**config.mk**
```make
export PLATFORM = sky130hd
export DESIGN_NAME = sha1_pad_flat
export DESIGN_NICKNAME = d
export VERILOG_FILES = /design/src/rtl/sha1_pad_if.sv /design/src/rtl/sha1_pad.sv /design/src/flat_wrapper.sv
export SDC_FILE = /design/constraint.sdc
export NUM_CORES = 1
export LEC_CHECK = 0
export ABC_AREA = 0
export CORE_AREA = 2 2 250 252
export DETAILED_ROUTE_END_ITERATION = 10
export DIE_AREA = 0 0 252 254
export SLEW_MARGIN = 20
export SYNTH_ARGS = -nofsm -noshare
export SYNTH_HDL_FRONTEND = slang
export SYNTH_SLANG_ARGS = --single-unit
```
**constraint.sdc**
```tcl
create_clock -name clk -period 3.76 [get_ports clk]
set_input_delay 0.752 -clock clk [delete_from_list [all_inputs] [get_ports clk]]
set_output_delay 0.752 -clock clk [all_outputs]
set_load 0.05 [all_outputs]
```
**src/rtl/sha1_pad_if.sv**
```systemverilog
// sha1_pad_if: byte-stream input and 512-bit block output of the SHA-1 padder.
//   data_in/data_valid/data_last/data_ready : message byte stream (ready/valid)
//   block_out/block_valid/block_last/block_ready : padded block stream (ready/valid)
// Modports:
//   master - upstream byte source and downstream block sink (the padder's environment)
//   slave  - the padder itself
interface sha1_pad_if;
  logic [7:0]   data_in;
  logic         data_valid;
  logic         data_last;
  logic         data_ready;
  logic [511:0] block_out;
  logic         block_valid;
  logic         block_last;
  logic         block_ready;

  modport master (
    output data_in, data_valid, data_last, block_ready,
    input  data_ready, block_out, block_valid, block_last
  );

  modport slave (
    input  data_in, data_valid, data_last, block_ready,
    output data_ready, block_out, block_valid, block_last
  );
endinterface

```
**src/rtl/sha1_pad.sv**
```systemverilog
// sha1_pad: SHA-1 message padder feeding the sha1 core.
// Accepts a byte stream, appends 0x80, zero fill and the 64-bit big-endian bit
// length, and emits 512-bit blocks. Word i of block_out is bits [32i+31:32i];
// message byte j of a block lands in word j/4, byte 0 of a word in bits [31:24].
// Ports:
//   clk      - clock, rising edge
//   reset    - synchronous, active-high
//   bus      - sha1_pad_if.slave (byte input stream, block output stream)
//   overflow - sticky byte-counter wrap flag (only with SHA1_PAD_OVF_EN)
// Parameters:
//   CNT_W    - message byte counter width; bit length = {cnt, 3'b000}
// Optional feature macro: SHA1_PAD_OVF_EN (adds the overflow port).
module sha1_pad #(
  parameter int unsigned CNT_W = 32
) (
  input  logic        clk,
  input  logic        reset,
  sha1_pad_if.slave   bus
`ifdef SHA1_PAD_OVF_EN
  ,
  output logic        overflow
`endif
);

  typedef enum logic [2:0] {FILL, PAD, ZERO, LENGTH, EMIT} state_t;

  state_t             state_q, state_d;
  state_t             nxt_q, nxt_d;
  logic [5:0]         ptr_q, ptr_d;
  logic [CNT_W-1:0]   cnt_q, cnt_d;
  logic [511:0]       blk_q, blk_d;
  logic               last_q, last_d;
  // Low for the first cycle after reset releases so data_ready rises one
  // cycle after reset falls.
  logic               rdy_q;
`ifdef SHA1_PAD_OVF_EN
  logic               ovf_q, ovf_d;
`endif

  // LSB position of byte slot j: word j/4, big-endian within the word.
  function automatic logic [8:0] slot_lsb(input logic [5:0] j);
    return {j[5:2], 5'b0} + {4'b0, ~j[1:0], 3'b0};
  endfunction

  always_ff @(posedge clk) begin
    if (reset) begin
      state_q <= FILL;
      nxt_q   <= FILL;
      ptr_q   <= '0;
      cnt_q   <= '0;
      blk_q   <= '0;
      last_q  <= 1'b0;
      rdy_q   <= 1'b0;
`ifdef SHA1_PAD_OVF_EN
      ovf_q   <= 1'b0;
`endif
    end else begin
      state_q <= state_d;
      nxt_q   <= nxt_d;
      ptr_q   <= ptr_d;
      cnt_q   <= cnt_d;
      blk_q   <= blk_d;
      last_q  <= last_d;
      rdy_q   <= 1'b1;
`ifdef SHA1_PAD_OVF_EN
      ovf_q   <= ovf_d;
`endif
    end
  end

  always_comb begin
    logic [63:0] bitlen;
    state_d = state_q;
    nxt_d   = nxt_q;
    ptr_d   = ptr_q;
    cnt_d   = cnt_q;
    blk_d   = blk_q;
    last_d  = last_q;
    bitlen  = 64'({cnt_q, 3'b000});
`ifdef SHA1_PAD_OVF_EN
    ovf_d   = ovf_q;
`endif
    case (state_q)
      FILL: begin
        if (rdy_q && bus.data_valid) begin
          blk_d[slot_lsb(ptr_q) +: 8] = bus.data_in;
          cnt_d = cnt_q + CNT_W'(1);
`ifdef SHA1_PAD_OVF_EN
          if (cnt_q == '1) ovf_d = 1'b1;
`endif
          if (ptr_q == 6'd63) begin
            ptr_d   = '0;
            last_d  = 1'b0;
            nxt_d   = bus.data_last ? PAD : FILL;
            state_d = EMIT;
          end else begin
            ptr_d = ptr_q + 6'd1;
            if (bus.data_last) state_d = PAD;
          end
        end
      end
      PAD: begin
        // Slots above ptr may hold bytes from an earlier block; clear them.
        for (int unsigned j = 0; j < 64; j++) begin
          if (6'(j) > ptr_q) blk_d[slot_lsb(6'(j)) +: 8] = '0;
        end
        blk_d[slot_lsb(ptr_q) +: 8] = 8'h80;
        if (ptr_q <= 6'd55) begin
          state_d = LENGTH;
        end else begin
          last_d  = 1'b0;
          nxt_d   = ZERO;
          state_d = EMIT;
        end
      end
      ZERO: begin
        blk_d   = '0;
        state_d = LENGTH;
      end
      LENGTH: begin
        blk_d[479:448] = bitlen[63:32];
        blk_d[511:480] = bitlen[31:0];
        last_d  = 1'b1;
        nxt_d   = FILL;
        state_d = EMIT;
      end
      EMIT: begin
        if (bus.block_ready) begin
          state_d = nxt_q;
          ptr_d   = '0;
          if (last_q) begin
            cnt_d  = '0;
            blk_d  = '0;
            last_d = 1'b0;
          end
        end
      end
      default: state_d = FILL;
    endcase
  end

  always_comb begin
    bus.data_ready  = (state_q == FILL) && rdy_q;
    bus.block_valid = (state_q == EMIT);
    bus.block_last  = last_q;
    bus.block_out   = blk_q;
`ifdef SHA1_PAD_OVF_EN
    overflow        = ovf_q;
`endif
  end

endmodule

```
**src/flat_wrapper.sv**
```systemverilog
// flat-port wrapper written by rule: the top's interface ports become plain ports
module sha1_pad_flat 
#(
  parameter int unsigned CNT_W = 32
)
  (clk, reset, bus_data_in, bus_data_valid, bus_data_last, bus_block_ready, bus_data_ready, bus_block_out, bus_block_valid, bus_block_last);
  sha1_pad_if bus_i ();
  input  logic clk;
  input  logic reset;
  input wire logic [$bits(bus_i.data_in)-1:0] bus_data_in;
  input wire logic [$bits(bus_i.data_valid)-1:0] bus_data_valid;
  input wire logic [$bits(bus_i.data_last)-1:0] bus_data_last;
  input wire logic [$bits(bus_i.block_ready)-1:0] bus_block_ready;
  output wire logic [$bits(bus_i.data_ready)-1:0] bus_data_ready;
  output wire logic [$bits(bus_i.block_out)-1:0] bus_block_out;
  output wire logic [$bits(bus_i.block_valid)-1:0] bus_block_valid;
  output wire logic [$bits(bus_i.block_last)-1:0] bus_block_last;
  assign bus_i.data_in = bus_data_in;
  assign bus_i.data_valid = bus_data_valid;
  assign bus_i.data_last = bus_data_last;
  assign bus_i.block_ready = bus_block_ready;
  assign bus_data_ready = bus_i.data_ready;
  assign bus_block_out = bus_i.block_out;
  assign bus_block_valid = bus_i.block_valid;
  assign bus_block_last = bus_i.block_last;
  sha1_pad #(.CNT_W(CNT_W)) u_core (.clk(clk), .reset(reset), .bus(bus_i));
endmodule
```
Yosys cells after proc, flatten, opt, wreduce, memory -nomap -nowiden. Index checks and enable logic that the tools add are counted.

Register bits after elaboration: 558. Input port bits: 13. Output and inout port bits: 515. Word-level logic and storage cells: 267.

Add/sub/neg operators: 4. Order comparisons: 65. Equality and inequality tests: 11. Shifts and indexed selects: 3. Multiplexer cells: 160. Bitwise operators: 1. Reductions and logical operators: 15.

Operators with widths (count): $pmux 448 s4 (1); $mux 512 (3); $bwmux 512 (2); $mux 8 (128); $shift 8x11->512 const A (1); $shiftx 8x11->512 (1); $shiftx 8x11->512 const A (1); $pmux 64 s5 (1); $gt 6x6->1 const A (32); $gt 5x6->1 const A (16); $mux 32 (3); $pmux 32 s2 (1); $gt 4x6->1 const A (8); $add 32x1->32 const B (1); $gt 3x6->1 const A (4); $mux 3 (8); $mux 6 (3); $reduce_and 4->1 (4); $pmux 3 s5 (1); $gt 1x6->1 const A (2); $gt 2x6->1 const A (2); $pmux 6 s2 (1); $neg 9->11 (1); $add 9x5->9 (1); 21 further kinds (33).

Depth between registers and ports, before layout. Gate-level depths: netlist of run 1.

Depth after elaboration: 7. Gate-level depth with buffers: 11. Gate-level depth less buffers: 8.

Worst setup path after synthesis of run 1. No wires, ideal clock.

Path type: register to register. From: register u_core.ptr_q[0]. To: register with a tool-made name. Data arrival time: 2.698 ns. Required time: 3.695 ns. Setup slack: 0.997 ns. Cell stages (with the launch flop): 9. Path buffers: 1. Cell sequence: dfxtp_1 > clkinv_1 > ha_1 > clkbuf_1 > o2111ai_1 > nor4_1 > nand2_1 > mux2_2 > nor2_1.

RTL lines: from (decl) (RTL line sha1_pad.sv:29) `logic [5:0] ptr_q, ptr_d;`; from (signal assigned) (RTL line sha1_pad.sv:60) `ptr_q <= ptr_d;`.

==> results of run 1 <==
-- worst min path at each step --
stage	start	end	slack [ns]	cells past startpoint
finish	reset	flip-flop	0.44	2
global route	reset	flip-flop	0.45	2
CTS	reset	flip-flop	0.42	2
detailed placement	flip-flop	flip-flop	0.44	2
global placement	flip-flop	flip-flop	0.44	2
floorplan	u_core.cnt_q[31]	u_core.cnt_q[31]	0.45	2
-- per-layer routing --
metal / GRT usage / vias up / share of wire
met4: 0.124 / 2 / 0.038
met5: 0 / - / 0.00012
met1: 0.427 / 12100 / 0.41
met2: 0.542 / 1258 / 0.46
met3: 0.0825 / 231 / 0.092
li1: - / 11000 / -
-- per-stage QoR --
step	worst slack, ns	hold slack, ns
after floorplan	0.997	0.454
after global placement	0.207	0.437
after detailed placement	0.0863	0.441
after CTS	0.0518	0.422
after global routing	0.198	0.454
final	0.384	0.442
-- cell type report --
class	count	share of cell area
multi-input cells	1854	0.355
flip-flops and latches	557	0.341
repair buffers	721	0.208
clock buffers	86	0.0531
well taps	790	0.0302
clock inverters	21	0.00900
inverters	32	0.00371
diodes	1	0.0000766
-- Yosys cell counts, types with 13 or more instances --
library cell / count
a21o_1: 18
o32ai_1: 18
and3_1: 79
dfxtp_1: 557
or3_1: 16
nand4_1: 30
xnor2_1: 14
buf_1: 18
a31o_2: 16
nor2b_1: 13
a22oi_1: 66
a22o_1: 111
o21a_1: 56
o21ai_0: 147
a32oi_1: 28
inv_1: 31
mux2_2: 17
nor2_1: 281
buf_2: 30
clkbuf_1: 187
a21oi_1: 154
o2bb2ai_1: 53
and2_1: 18
nand2_1: 224
a31oi_1: 27
nand3_1: 134
a32o_1: 58
nor3_1: 36
xor2_1: 25
and4_1: 13
-- cells in the final DEF (no fill, tap or decap), types with 10 or more instances in the layout --
cell type	n
a211oi_1	11
a21o_1	18
a21oi_1	154
a22o_1	111
a22oi_1	66
a31o_2	16
a31oi_1	27
a32o_1	58
a32oi_1	28
and2_1	18
and3_1	79
and4_1	13
buf_4	187
clkbuf_1	10
clkbuf_16	58
clkbuf_8	18
clkdlybuf4s50_1	517
clkinv_2	10
dfxtp_1	557
inv_1	30
mux2_2	17
nand2_1	224
nand3_1	134
nand4_1	30
nor2_1	280
nor2b_1	13
nor3_1	36
o21a_1	56
o21ai_0	145
o22ai_1	10
o2bb2ai_1	53
o32ai_1	18
or3_1	16
xnor2_1	12
xor2_1	25
-- logic make-up after synthesis --
group           Yosys count  synth area share
compound gates          872             0.268
fa+ha+maj                 5           0.00263
simple gates            917             0.190
xor+xnor                 39            0.0144
mux                      21           0.00975
buf+inv                 272            0.0458
flops                   557             0.470
-- power breakdown --
part | internal (mW) | total [mW] | switching, mW | leakage (nW)
registers | 5.92 | 5.94 | 0.0186 | 4.49
logic | 0.243 | 0.967 | 0.724 | 6.17
clock network | 3.61 | 6.13 | 2.52 | 1.00
-- what timing repair did --
| action | in CTS | in global routing |
|---|---|---|
| setup buffers | 0 | 0 |
| setup endpoints to repair | 0 | 1 |
| resized for setup | 0 | 1 |
==> qor.csv, run 1 <==
metric;value;unit
routedWlPerCell;27.3;um
drv_cap;0;
seq_area;11200;sq um
cts.htree.levels;2;
period_share;0.898;
cp_top_family;compound AO/OA/AOI/OAI gates;
grt_first_pass_wirelength;161000;um
setup_viol;0;
total_power;13.0;mW
multi_input_area;11600;sq um
synth-seq-area-share;0.470;
r2r_slack;0.38;ns
clk_root_buffer_cell;clkbuf_16;
min_period;3.38;ns
die_h;254;um
hpwl;81600;um
synthTopCellsByArea;dfxtp_1 47%, nor2_1 4.4%, a22o_1 4.1%;
viasPerCell;6.04;
die_x;252;um
synth.distinct_cells;99;
fin_setup_tns;0;ns
crit_top_cell;buf_4;
antenna_found_initial;3;
cp.required;4.32;ns
critical-path-slowest-cell;xnor2_2;
drive_gt1_frac;0.121;
startpoint_type;flip-flop;
core_region_area;61300;sq um
status;finished clean;
synth_top_cell_by_area;dfxtp_1;
power_leakage;11.7;nW
synth.ff_latch_count;557;
rows;91;
report.final.slew_viol_count;0;
critPathMaxFanout;20;
power.density;399;nW/um^2
fillCellCount;5656;
rr_worst_depth;8;
critPathMaxStageDelay;0.68;ns
netlist_instances;2683;
slew_headroom;0.239;
synthArstFlopShare;0;
numCtsBuffers;58;
hold_viol;0;
hold_class;input pin to flip-flop;
cp-end-kind;flip-flop;
drt-pass1-iter-count;6;
dpl-instance-area;30600;sq um
finClkSkew;0.0283;ns
arrival;3.93;ns
grt_max_degree;175;
pin_count;528;
instances_no_fill;4062;
timing.fmax;296;MHz
initial_core_util;0.388;
drcViolationCount;0;
totalWireLength;111000;um
clockBufferDepth;3;
area_growth_syn_to_layout;37.6;%
worst-setup-path-type;flip-flop to flip-flop;
vias;24600;
synth_area_per_cell;8.85;sq um
fp.dieArea;64000;sq um
cts_tree;built;
clock-sinks;557;
drtAntennaViolNets;0;
crit_chain;buf_4 > nor3b_2 > xnor2_2 > a211oi_1 > buf_4 > a21oi_1 > a22oi_1 > nor2_1;
finalCoreUtilization;0.534;
holdBufCountCts;0;
timing.critical_path.buf_inv;2;
syn_nets;2701;
final_net_count;3242;
worstMarginPinSlew;1.14;ns
gp_congestion;1.00;
crit_cells;8;
timing.rr.start;u_core.ptr_q[3];
rsz0062_at_grt;no;
placed_cells;3954;
synth_top_area_frac;0.470;
portBuffers;527;
clk_latency;0.63;ns
path_clk_slew;0.06;ns
startpoint;u_core.ptr_q[3];
ir_worst_vdd;0.000361;V
synth_area;23700;sq um
synth_edf_count;0;
globalRouteOverflowTotal;0;
ys_warn_count;0;
grt_pass1_vias;23700;
synthFlopType;dfxtp_1;
first_iter_violations;2388;
grt_usage;0.333;
final_area;32700;sq um
Power figures use the tool's default switching activity.
==> run 2: changes to the inputs <==
--- a/config.mk
+++ b/config.mk
@@ -5,10 +5,11 @@
 export SDC_FILE = /design/constraint.sdc
 export NUM_CORES = 1
 export LEC_CHECK = 0
-export ABC_AREA = 0
 export CORE_AREA = 2 2 250 252
 export DETAILED_ROUTE_END_ITERATION = 10
 export DIE_AREA = 0 0 252 254
+export DONT_BUFFER_PORTS = 1
+export HOLD_SLACK_MARGIN = 0.15
 export SLEW_MARGIN = 20
 export SYNTH_ARGS = -nofsm -noshare
 export SYNTH_HDL_FRONTEND = slang
==> run 2 against run 1 <==
Sequential share of layout area grew 6.7 points. Global-route usage shrank 1.9 points. Worst hold slack lost 0.23 ns. First-iteration DRC count grew 5.2%. Utilization shrank 8.7 points. Sequential power grew 0.8%. Critical path depth is the same. Maximum frequency shrank 4.9%. Via count shrank 7.8%. Count of clock-buffer cells in the layout shrank 4. Largest power group unchanged.
==> qor.csv, run 2 (same netlist as run 1, synthesis figures left out) <==
metric;value;unit;change
status;finished clean;;
rsz0062_at_grt;no;;
slew_headroom;0.250;;+0.0111
globalRouteOverflowTotal;0;;unchanged
drcViolationCount;0;;unchanged
clk_root_buffer_cell;clkbuf_16;;
path_clk_slew;0.07;ns;about the same
worst-setup-path-type;flip-flop to flip-flop;;
min_period;3.55;ns;+0.173 ns
vias;22600;;-7.8%
instances_no_fill;3505;;-14%
critPathMaxFanout;13;;-35%
totalWireLength;106000;um;-4.4%
ctsResizeCount;0;;unchanged
cts.htree.levels;2;;unchanged
period_share;0.944;;+0.0460
whs_path_depth;1;;-1
min-delay-start;bus_block_ready;;
hold_viol;0;;unchanged
power_leakage;9.72;nW;-17%
drt-pass1-iter-count;6;;unchanged
diodes;0;;-1
core_region_area;61300;sq um;unchanged
portBuffers;0;;-100%
startpoint_type;flip-flop;;
post_cts_buffers;0;;unchanged
most-common-layout-cells;557 x dfxtp_1, 280 x nor2_1, 224 x nand2_1, 156 x buf_4, 154 x a21oi_1;;
finClkSkew;0.0393;ns;+0.0110 ns
arrival;4.15;ns;+0.22 ns
grt_usage;0.314;;-0.0192
first_iter_violations;2512;;+5.2%
holdBufCountCts;0;;unchanged
worstMarginPinSlew;1.12;ns;-0.0167 ns
grt_max_degree;234;;+34%
area_growth_syn_to_layout;15.1;%;
cts_tree;built;;
grt_first_pass_wirelength;150000;um;-6.5%
hpwl;76400;um;-6.4%
power.density;490;nW/um^2;+23%
rr_worst_depth;8;;unchanged
ir_worst_vdd;0.000320;V;-11%
final_net_count;2682;;-17%
whs_endpoint;u_core.ptr_q[4];;
die_x;252;um;unchanged
final_common_cell;dfxtp_1;;
timing.rr.start;u_core.ptr_q[5];;
fin_setup_tns;0;ns;unchanged
placed_cells;3392;;-14%
clockBufferDepth;3;;unchanged
total_power;13.4;mW;+2.8%
cp.required;4.36;ns;+0.04 ns
timing.fmax;282;MHz;-4.9%
setup_viol;0;;unchanged
cp-end-kind;flip-flop;;
r2r_slack;0.21;ns;-0.17 ns
pin_count;528;;unchanged
viasPerCell;6.46;;+6.8%
rows;91;;unchanged
clk_latency;0.67;ns;+0.04 ns
gp_congestion;0.976;;-2.5%
hold_class;input pin to flip-flop;;
fillCellCount;5876;;+3.9%
grt_pass1_vias;21400;;-9.6%
clock-sinks;557;;unchanged
routedWlPerCell;30.3;um;+11%
fp.dieArea;64000;sq um;unchanged
initial_core_util;0.388;;unchanged
finalCoreUtilization;0.446;;-0.0874
drtAntennaViolNets;0;;unchanged
whs;0.214;ns;-0.229 ns
die_h;254;um;unchanged
drive_gt1_frac;0.131;;+0.0107
numCtsBuffers;60;;+3.4%
drv_cap;0;;unchanged
antenna_found_initial;3;;unchanged
report.final.slew_viol_count;0;;unchanged
[run 2: per-stage QoR]
step	worst slack [ns]	area [sq um]
2_1_floorplan	0.997	23700
3_3_place_gp	0.444	25100
3_5_place_dp	0.376	25100
4_1_cts	0.386	27300
5_1_grt	0.181	27300
6_report	0.211	27300
[run 2: critical path, cell delays in order, from the launching register on]
cell,delay (ns)
dfxtp_1,0.61
buf_4,0.36
or2_2,0.42
o21ai_1,0.66
a211oi_1,0.24
buf_4,0.24
a21oi_1,0.63
a22oi_1,0.20
nor2_1,0.12
[run 2: cell type report]
type / instances / area, sq um / area share
tap: 790 / 988 / 0.0362
multi-input combinational: 1854 / 11600 / 0.424
timing repair buffer: 159 / 1230 / 0.0450
clock inverter: 31 / 538 / 0.0197
sequential: 557 / 11200 / 0.408
clock buffer: 82 / 1700 / 0.0623
inverter: 32 / 123 / 0.00449
[run 2: power breakdown]
group          switching, mW  internal [mW]
Clock                   2.65           4.02
Combinational          0.542          0.192
Sequential            0.0700           5.92
[run 2: how the worst max path moves through the flow]
stage / slack [ns] / end / startpoint
2_1_floorplan: 1.0 / flip-flop / u_core.ptr_q[0]
3_3_place_gp: 0.44 / flip-flop / bus_block_ready
3_5_place_dp: 0.38 / flip-flop / bus_block_ready
4_1_cts: 0.39 / flip-flop / u_core.ptr_q[5]
5_1_grt: 0.18 / flip-flop / u_core.ptr_q[1]
6_report: 0.21 / flip-flop / u_core.ptr_q[5]
[run 2: routing by layer]
metal,vias to the layer above,GRT usage,share of wire
li1,9861,-,-
met1,11200,0.386,0.39
met2,1345,0.506,0.46
met3,248,0.0983,0.10
met4,2,0.137,0.042
met5,-,0,0.00012
